## config.mk

```make
export PLATFORM = sky130hd
export DESIGN_NAME = flag_gen_frame_ctrl
export DESIGN_NICKNAME = d
export VERILOG_FILES = /design/src/rtl/flag_gen_frame_ctrl.sv
export SDC_FILE = /design/constraint.sdc
export NUM_CORES = 2
export LEC_CHECK = 0
export BUFFER_PORTS_ARGS = -buffer_cell sky130_fd_sc_hd__clkbuf_2
export CAP_MARGIN = 0
export CORE_UTILIZATION = 50
export DETAILED_ROUTE_END_ITERATION = 10
export PLACE_DENSITY = 0.71
export SLEW_MARGIN = 10
export SYNTH_ARGS = -nofsm -noshare
export SYNTH_HDL_FRONTEND = slang
export SYNTH_SLANG_ARGS = --single-unit
```

## constraint.sdc

```tcl
create_clock -name clk -period 7.1 [get_ports clk]
set_clock_uncertainty 0.05 [all_clocks]
set_input_delay 0.71 -clock clk [delete_from_list [all_inputs] [get_ports clk]]
set_output_delay 0.71 -clock clk [all_outputs]
set_load 0.02 [all_outputs]
```

## src/rtl/flag_gen_frame_ctrl.sv

```systemverilog
`default_nettype none
// ============================================================================
// Module   : flag_gen_frame_ctrl
// Purpose  : Frame sequencer for flag_generator_blocked. Accepts one image
//            configuration per frame and holds it on config_*. It admits
//            exactly samples*lines*bands input words, then watches the
//            generator output handshake for the last flag. It reports frame
//            completion and flags a sample-count mismatch.
// Options  : `FLAG_GEN_CTRL_TIMEOUT_EN adds a watchdog and the sticky
//            timeout_error output.
// Revision : 1.0 - initial release
// ============================================================================
module flag_gen_frame_ctrl #(
   parameter int MAX_BLOCK_SAMPLE_LOG = 4,
   parameter int MAX_BLOCK_LINE_LOG   = 4,
   parameter int MAX_IMAGE_SAMPLE_LOG = 12,
   parameter int MAX_IMAGE_LINE_LOG   = 12,
   parameter int MAX_IMAGE_BAND_LOG   = 12,
   parameter int TIMEOUT_LOG          = 10
) (
   input  logic                            clk,
   input  logic                            rst,
   // configuration handshake
   input  logic                            cfg_valid,
   output logic                            cfg_ready,
   input  logic [MAX_BLOCK_SAMPLE_LOG-1:0] cfg_block_samples,
   input  logic [MAX_BLOCK_LINE_LOG-1:0]   cfg_block_lines,
   input  logic [MAX_IMAGE_SAMPLE_LOG-1:0] cfg_image_samples,
   input  logic [MAX_IMAGE_LINE_LOG-1:0]   cfg_image_lines,
   input  logic [MAX_IMAGE_BAND_LOG-1:0]   cfg_image_bands,
   // configuration held for the generator
   output logic [MAX_BLOCK_SAMPLE_LOG-1:0] config_block_samples,
   output logic [MAX_BLOCK_LINE_LOG-1:0]   config_block_lines,
   output logic [MAX_IMAGE_SAMPLE_LOG-1:0] config_image_samples,
   output logic [MAX_IMAGE_LINE_LOG-1:0]   config_image_lines,
   output logic [MAX_IMAGE_BAND_LOG-1:0]   config_image_bands,
   // gated input stream
   input  logic                            src_valid,
   output logic                            src_ready,
   output logic                            gen_valid,
   input  logic                            gen_ready,
   // observed generator output handshake
   input  logic                            mon_valid,
   input  logic                            mon_ready,
   input  logic                            mon_last_i,
   // status
   output logic                            busy,
   output logic                            frame_done,
   output logic                            count_error
`ifdef FLAG_GEN_CTRL_TIMEOUT_EN
   ,
   output logic                            timeout_error
`endif
);

   // Widths of the size arithmetic. A field value of all ones means a count
   // of 2^width, so each "+1" term needs one extra bit, and the full image
   // size can reach exactly 2^T, which needs T+1 bits.
   localparam int MIS = MAX_IMAGE_SAMPLE_LOG;
   localparam int MIL = MAX_IMAGE_LINE_LOG;
   localparam int MIB = MAX_IMAGE_BAND_LOG;
   localparam int T   = MIS + MIL + MIB;
   localparam int CW  = T + 1;          // counters and frame total
   localparam int PW  = MIS + MIL + 1;  // samples*lines partial product
   localparam int SW  = MIS + 1;
   localparam int LW  = MIL + 1;
   localparam int BW  = MIB + 1;

   typedef enum logic [2:0] {
      S_IDLE  = 3'd0,
      S_MUL1  = 3'd1,
      S_MUL2  = 3'd2,
      S_FEED  = 3'd3,
      S_DRAIN = 3'd4
   } state_t;

   state_t          r_state;
   logic [CW-1:0]   r_in_cnt;
   logic [CW-1:0]   r_out_cnt;
   logic [PW-1:0]   r_prod;
   logic [CW-1:0]   r_total;
`ifdef FLAG_GEN_CTRL_TIMEOUT_EN
   logic [TIMEOUT_LOG-1:0] r_wdog;
`endif

   logic [SW-1:0]   w_s1;
   logic [LW-1:0]   w_l1;
   logic [BW-1:0]   w_b1;
   logic [PW-1:0]   w_prod;
   logic [CW-1:0]   w_total;
   logic            w_feed;
   logic            w_drain;
   logic            w_in_xfer;
   logic            w_in_last;
   logic            w_mon_xfer;
   logic            w_input_done;
   logic [CW-1:0]   w_out_next;

   // Counts (value+1) of the latched image geometry. The size product is
   // split over two cycles so that no single path carries a three-way
   // multiply.
   assign w_s1    = SW'(config_image_samples) + SW'(1);
   assign w_l1    = LW'(config_image_lines)   + LW'(1);
   assign w_b1    = BW'(config_image_bands)   + BW'(1);
   assign w_prod  = PW'(w_s1) * PW'(w_l1);
   assign w_total = CW'(r_prod) * CW'(w_b1);

   assign w_feed  = (r_state == S_FEED);
   assign w_drain = (r_state == S_DRAIN);

   // The stream gate is a pure combinational pass-through while feeding.
   // Outside FEED both directions are held low, so word TOTAL+1 can never
   // slip through.
   assign gen_valid = w_feed & src_valid;
   assign src_ready = w_feed & gen_ready;

   assign w_in_xfer  = w_feed & src_valid & gen_ready;
   assign w_in_last  = w_in_xfer && (r_in_cnt == (r_total - CW'(1)));

   // Output words are only attributed to a frame once one is in flight.
   assign w_mon_xfer = (r_state != S_IDLE) & mon_valid & mon_ready;
   assign w_out_next = r_out_cnt + CW'(1);

   // The input side counts as complete when the controller is already
   // draining, or when the final input word transfers in this same cycle.
   assign w_input_done = w_drain | w_in_last;

   // Handshake status decoded directly from the state register.
   assign cfg_ready = (r_state == S_IDLE);
   assign busy      = (r_state != S_IDLE);

   // Frame sequencer: config latch, size computation, input gating,
   // output monitoring and (optionally) the watchdog.
   always_ff @(posedge clk or posedge rst) begin
      if (rst) begin
         r_state              <= S_IDLE;
         r_in_cnt             <= '0;
         r_out_cnt            <= '0;
         r_prod               <= '0;
         r_total              <= '0;
         config_block_samples <= '0;
         config_block_lines   <= '0;
         config_image_samples <= '0;
         config_image_lines   <= '0;
         config_image_bands   <= '0;
         frame_done           <= 1'b0;
         count_error          <= 1'b0;
`ifdef FLAG_GEN_CTRL_TIMEOUT_EN
         r_wdog               <= '0;
         timeout_error        <= 1'b0;
`endif
      end else begin
         frame_done <= 1'b0;

         case (r_state)
            S_IDLE: begin
               // config_* only ever change here, so they stay stable from
               // one accept to the next.
               if (cfg_valid) begin
                  config_block_samples <= cfg_block_samples;
                  config_block_lines   <= cfg_block_lines;
                  config_image_samples <= cfg_image_samples;
                  config_image_lines   <= cfg_image_lines;
                  config_image_bands   <= cfg_image_bands;
                  r_in_cnt             <= '0;
                  r_out_cnt            <= '0;
                  count_error          <= 1'b0;
`ifdef FLAG_GEN_CTRL_TIMEOUT_EN
                  r_wdog               <= '0;
                  timeout_error        <= 1'b0;
`endif
                  r_state              <= S_MUL1;
               end
            end

            S_MUL1: begin
               r_prod  <= w_prod;
               r_state <= S_MUL2;
            end

            S_MUL2: begin
               r_total <= w_total;
               r_state <= S_FEED;
            end

            S_FEED: begin
               if (w_in_xfer) begin
                  r_in_cnt <= r_in_cnt + CW'(1);
               end
               if (w_in_last) begin
                  r_state <= S_DRAIN;
               end
            end

            S_DRAIN: begin
               r_state <= S_DRAIN;
            end

            default: begin
               r_state <= S_IDLE;
            end
         endcase

         // Output-side monitor. The last flag ends the frame regardless of
         // input progress. The count must match and the input must be
         // complete, otherwise the error flag sticks.
         if (w_mon_xfer) begin
            r_out_cnt <= w_out_next;
            if (mon_last_i) begin
               frame_done <= 1'b1;
               r_state    <= S_IDLE;
               if ((w_out_next != r_total) || !w_input_done) begin
                  count_error <= 1'b1;
               end
            end else if ((w_feed || w_drain) && (w_out_next >= r_total)) begin
               // Enough words have been seen but no last flag has arrived.
               // Keep waiting for it; the frame is already known to be bad.
               count_error <= 1'b1;
            end
         end

`ifdef FLAG_GEN_CTRL_TIMEOUT_EN
         // Watchdog: restarts on every observed output word and runs only
         // while a frame is feeding or draining. On saturation the frame
         // is abandoned. A real last flag in the same cycle takes
         // precedence because w_mon_xfer clears the count first.
         if (w_mon_xfer) begin
            r_wdog <= '0;
         end else if (w_feed || w_drain) begin
            if (&r_wdog) begin
               timeout_error <= 1'b1;
               frame_done    <= 1'b1;
               r_state       <= S_IDLE;
            end else begin
               r_wdog <= r_wdog + TIMEOUT_LOG'(1);
            end
         end
`endif
      end
   end

endmodule
`default_nettype wire

```

# After elaboration in Yosys (flattened, before gate mapping)
# Index checks and enable logic that the tools add are counted.
[classes]
add_sub_neg = 6
multipliers = 2
div_mod_pow = 0
n_lt_le_gt_ge = 1
eq_ne = 8
shift = 0
mux = 18
n_bitwise = 6
reduce_logical = 13
[op_table]
columns = ["op", "count"]
rows = [
  ["$mux W37", 4],
  ["$add A37 B1 Y37 const B", 2],
  ["$pmux W37 S2", 1],
  ["$add A12 B1 Y13 const B", 3],
  ["$eq A37 B37 Y1", 1],
  ["$ge A37 B37 Y1", 1],
  ["$mul A25 B13 Y37", 1],
  ["$ne A37 B37 Y1", 1],
  ["$sub A37 B1 Y37 const B", 1],
  ["$mul A13 B13 Y25", 1],
  ["$pmux W3 S5", 1],
  ["$mux W3", 4],
  ["$mux W1", 8],
  ["$eq A3 B2 Y1 const B", 2],
  ["$reduce_bool A2 Y1", 3],
  ["$and A1 B1 Y1", 5],
  ["$reduce_and A2 Y1", 2],
  ["$eq A3 B1 Y1 const B", 1],
  ["$eq A3 B3 Y1 const B", 1],
  ["$logic_not A3 Y1", 1],
  ["$reduce_and A3 Y1", 1],
  ["$reduce_bool A3 Y1", 1],
  ["$logic_and A1 B1 Y1", 2],
  ["$logic_or A1 B1 Y1", 2],
  ["4 further kinds", 4],
]
[word_totals]
regBits = 185
latchBits = 0
ram_bits = 0
romBits = 0
out_inout_bits = 50
wordCells = 66
memories = 0

# Depth between registers and ports, before layout
[logic_depth]
depth_word = 10
ltp_mapped = 29

# Worst setup path before layout
# OpenSTA, ideal clock, no wires.
[synth_path]
path_type = "reg-to-reg"
start = "reg config_image_samples[0]"
end = "reg r_prod[23]"
setup_time_ps = 131
t_arrival_ps = 6687
t_required_ps = 6919
setup_slack_ps = 232
stages_incl_launch_ff = 25
cell_sequence = "dfrtp_1 > ha_1 > and3_1 > clkbuf_1 > and3_1 > xor2_1 > and2_1 > fa_1 > fa_1 > inv_1 > fa_1 > inv_1 > fa_1 > inv_1 > fa_1 > inv_1 > ha_1 > or4_1 > a221o_1 > a221oi_1 > a211oi_1 > a41o_1 > o22ai_1 > xor2_1 > o21ai_1"
[synth_between]
elab_chain_len = 2
[synth_lines]
columns = ["element", "line", "rtl"]
rows = [
  ["from (decl)", "34", "output logic [MAX_IMAGE_SAMPLE_LOG-1:0] config_image_samples,"],
  ["from (signal assigned)", "162", "config_image_samples <= cfg_image_samples;"],
  ["$add A12 B1 Y13", "102", "assign w_s1 = SW'(config_image_samples) + SW'(1);"],
  ["$mul A13 B13 Y25", "105", "assign w_prod = PW'(w_s1) * PW'(w_l1);"],
  ["to (signal assigned)", "177", "r_prod <= w_prod;"],
  ["to (decl)", "80", "logic [PW-1:0] r_prod;"],
]
# No other way between the ends.
# A chain may end at the register's enable or synchronous reset.

# Worst setup path after layout
[layout_path]
start = "reg config_image_bands[1]"
end = "reg r_total[36]"
[layout_between]
elab_chain_len = 2
[layout_lines]
columns = ["element", "line", "rtl"]
rows = [
  ["from (decl)", "36", "output logic [MAX_IMAGE_BAND_LOG-1:0] config_image_bands,"],
  ["from (signal assigned)", "164", "config_image_bands <= cfg_image_bands;"],
  ["$add A12 B1 Y13", "104", "assign w_b1 = BW'(config_image_bands) + BW'(1);"],
  ["$mul A25 B13 Y37", "106", "assign w_total = CW'(r_prod) * CW'(w_b1);"],
  ["to (signal assigned)", "182", "r_total <= w_total;"],
  ["to (decl)", "81", "logic [CW-1:0] r_total;"],
]
# No other way between the ends.

==> metrics <==
Post-Syn Nets 3539; post-synth cell types 73; Clk Latency, worst-skew pair 0.48 ns; Reg clk slew, reported paths 0.08 ns; Clock Tree Root clkbuf_16; RD Place Congestion 0.960; peak per-stage delay on the critical path 0.52 ns; count leader, synth inv_1; Antenna Violating Nets Remaining 0; DP HPWL 51700 um; actual slew at the worst max-slew pin 1.01 ns; Required @ worst endpoint 7.38 ns; final hold viol count 0; Pins Over Slew Limit 0; Tightest Hold Check Type input pin to async pin; layout cell share with drive strength beyond 1 10.6%; via-per-instance ratio 5.50; outcome finished clean; ant diodes 0; GR Overflow Total 0; fmax 147 MHz; worst hold slack 0.300 ns; CP Capture Type flop; commonest cells in the netlist 475 x inv_1, 456 x nand2_1, 372 x fa_1; final std cells w/o fill 3697; Fill cells 4572; setup violators final 0; Synth Instances 2924; crit-path most repeated cell fa_1; sequential fraction of the synthesis area 17.8%; total CTS buffers 17; Mean Syn Cell Area 8.89 um2; worst relative slew slack 32.6%; GR Util All Layers 25.2%; CTS tree yes; yosys warns 0; cell area after synthesis 0.0260 mm2; vias in the first global route 21400; die footprint 0.0529 mm2; Critical Path AT 7.08 ns; std cell rows 83; Synth Flop Type dfrtp_1; pin count of the biggest net entering global routing 129; fin crit period 6.80 ns; max-cap viol count 0; post-synth top area share 28.6%; Crit-path slowest cell fa_1; drt pass-1 iters 5; CP Max Fanout 13; global-route wire length before repair 107000 um; Post-synth EDFFs 0; # DRC 0; CTS Hold Bufs 0; port bufs 101; I/O pin count 102; Num Clock Sinks 185; startpoint type of the worst setup path flop; Area contributors post-synth fa_1 29%, dfrtp_1 18%, ha_1 9.2%; placed insts 3660; Layout area overhead 8.99%; Starting Density 50.7%; initial DRC count 1411; final WL 64400 um; Die W 230 um; DR WL/cell 17.4 um; kind of critical path flop to flop; Die Ht 230 um; Nets 3619; antenna violations before repair 0; Core Area 0.0513 mm2; area leader, netlist fa_1; CTS max path bufs 2; H-tree levels 4; Async SR Flop Fraction 100%; period utilization 95.8%; Vias 20300; Synth Register Bits 185
-- sequential cells by signal, indices dropped and copies added (netlist names) --
signal                cells
config_image_lines       12
frame_done                1
config_block_samples      4
r_total                  37
config_image_samples     12
r_prod                   25
r_out_cnt                37
r_in_cnt                 37
config_image_bands       12
config_block_lines        4
count_error               1
r_state                   3
-- logic make-up (layout without fill, tap and decap cells) --
group                      count (synthesis)  count (layout)  synth area share (%)
adders and majority gates                563             563                  37.8
muxes                                     65              65                  2.77
AOI/OAI and AO/OA                        325             325                  7.98
DFF                                      185             185                  17.8
buffers and inverters                    597             690                  8.73
and+or+nand+nor                          976             976                  17.7
xor gates and xnor gates                 213             213                  7.18
-- cells in the final DEF, fill, tap and decap left out, drive strengths merged, types with 4 or more instances in the layout --
master,instances
or3,10
or2,4
clkbuf,120
a22o,17
mux2i,10
nor3,30
xor2,89
or4,9
dfrtp,185
o211ai,5
a211oi,7
a31oi,12
nand3,57
nand4,35
nor2b,30
and2,108
a21oi,69
xnor2,124
a21o,36
buf,81
and4,5
nand2b,14
nand2,456
inv,483
o31ai,15
nor2,147
o21bai,10
nor4,10
o21a,5
ha,191
fa,372
mux2,55
and3,53
o22ai,7
o21ai,113
-- metrics by stage --
stage / setup WS [ns] / area [um2] / setup TNS, ns / util [%]
floorplan: 0.232 / 26000 / 0 / -
global placement: 0.142 / 27600 / 0 / 53.8
detailed placement: 0.00460 / 27600 / 0 / 53.8
CTS: 0.0421 / 28200 / 0 / 54.9
global route: -0.0136 / 28300 / -0.0236 / 55.2
finish: 0.298 / 28300 / 0 / 55.2
-- worst paths after layout --
check / start / endpoint / slack (ns) / depth (start not counted)
max: config_image_bands[1] / r_total[36] / 0.30 / 25
max reg2reg: config_image_bands[1] / r_total[36] / 0.30 / 25
min: rst / config_block_samples[3] / 0.30 / 2
min reg2reg: r_out_cnt[10] / r_out_cnt[10] / 0.46 / 1
min in group clk: cfg_image_bands[6] / config_image_bands[6] / 0.42 / 2
max in group asynchronous: rst / config_image_samples[0] / 5.40 / 3
-- routing by layer --
metal | part of all wire [%] | global-route usage (%)
met3 | 4.7 | 3.67
met1 | 42 | 31.3
met5 | 0 | 0
met4 | 2.9 | 8.55
met2 | 51 | 44.5
-- worst max-delay path, delay by kind of cell (launching register included) --
family / cells / cell delay, ns
AOI/OAI and AO/OA: 7 / 1.39
xor gates and xnor gates: 2 / 0.37
adders and majority gates: 7 / 3.07
buffers and inverters: 3 / 0.44
DFF: 1 / 0.37
and+or+nand+nor: 6 / 0.96
-- cell type report --
class	count	area (um2)	area share, %
sequential	185	4630	16.3
multi-input combinational	2142	19300	68.0
inverter	475	1790	6.32
clock buffer	18	429	1.51
clock inverter	14	153	0.539
tap	680	851	3.00
timing repair buffer	183	1200	4.25
-- repair_timing --
item	4_1_cts	5_1_grt
pin swaps	0	1
gates cloned	0	3
endpoints found under the hold margin	0	0
buffers inserted	0	2
setup endpoints to repair	2	15
gates resized for setup	2	23
Power is left out: the tool's default activity adds up to more than one toggle a clock period on the data nets, which glitch-free logic cannot reach.
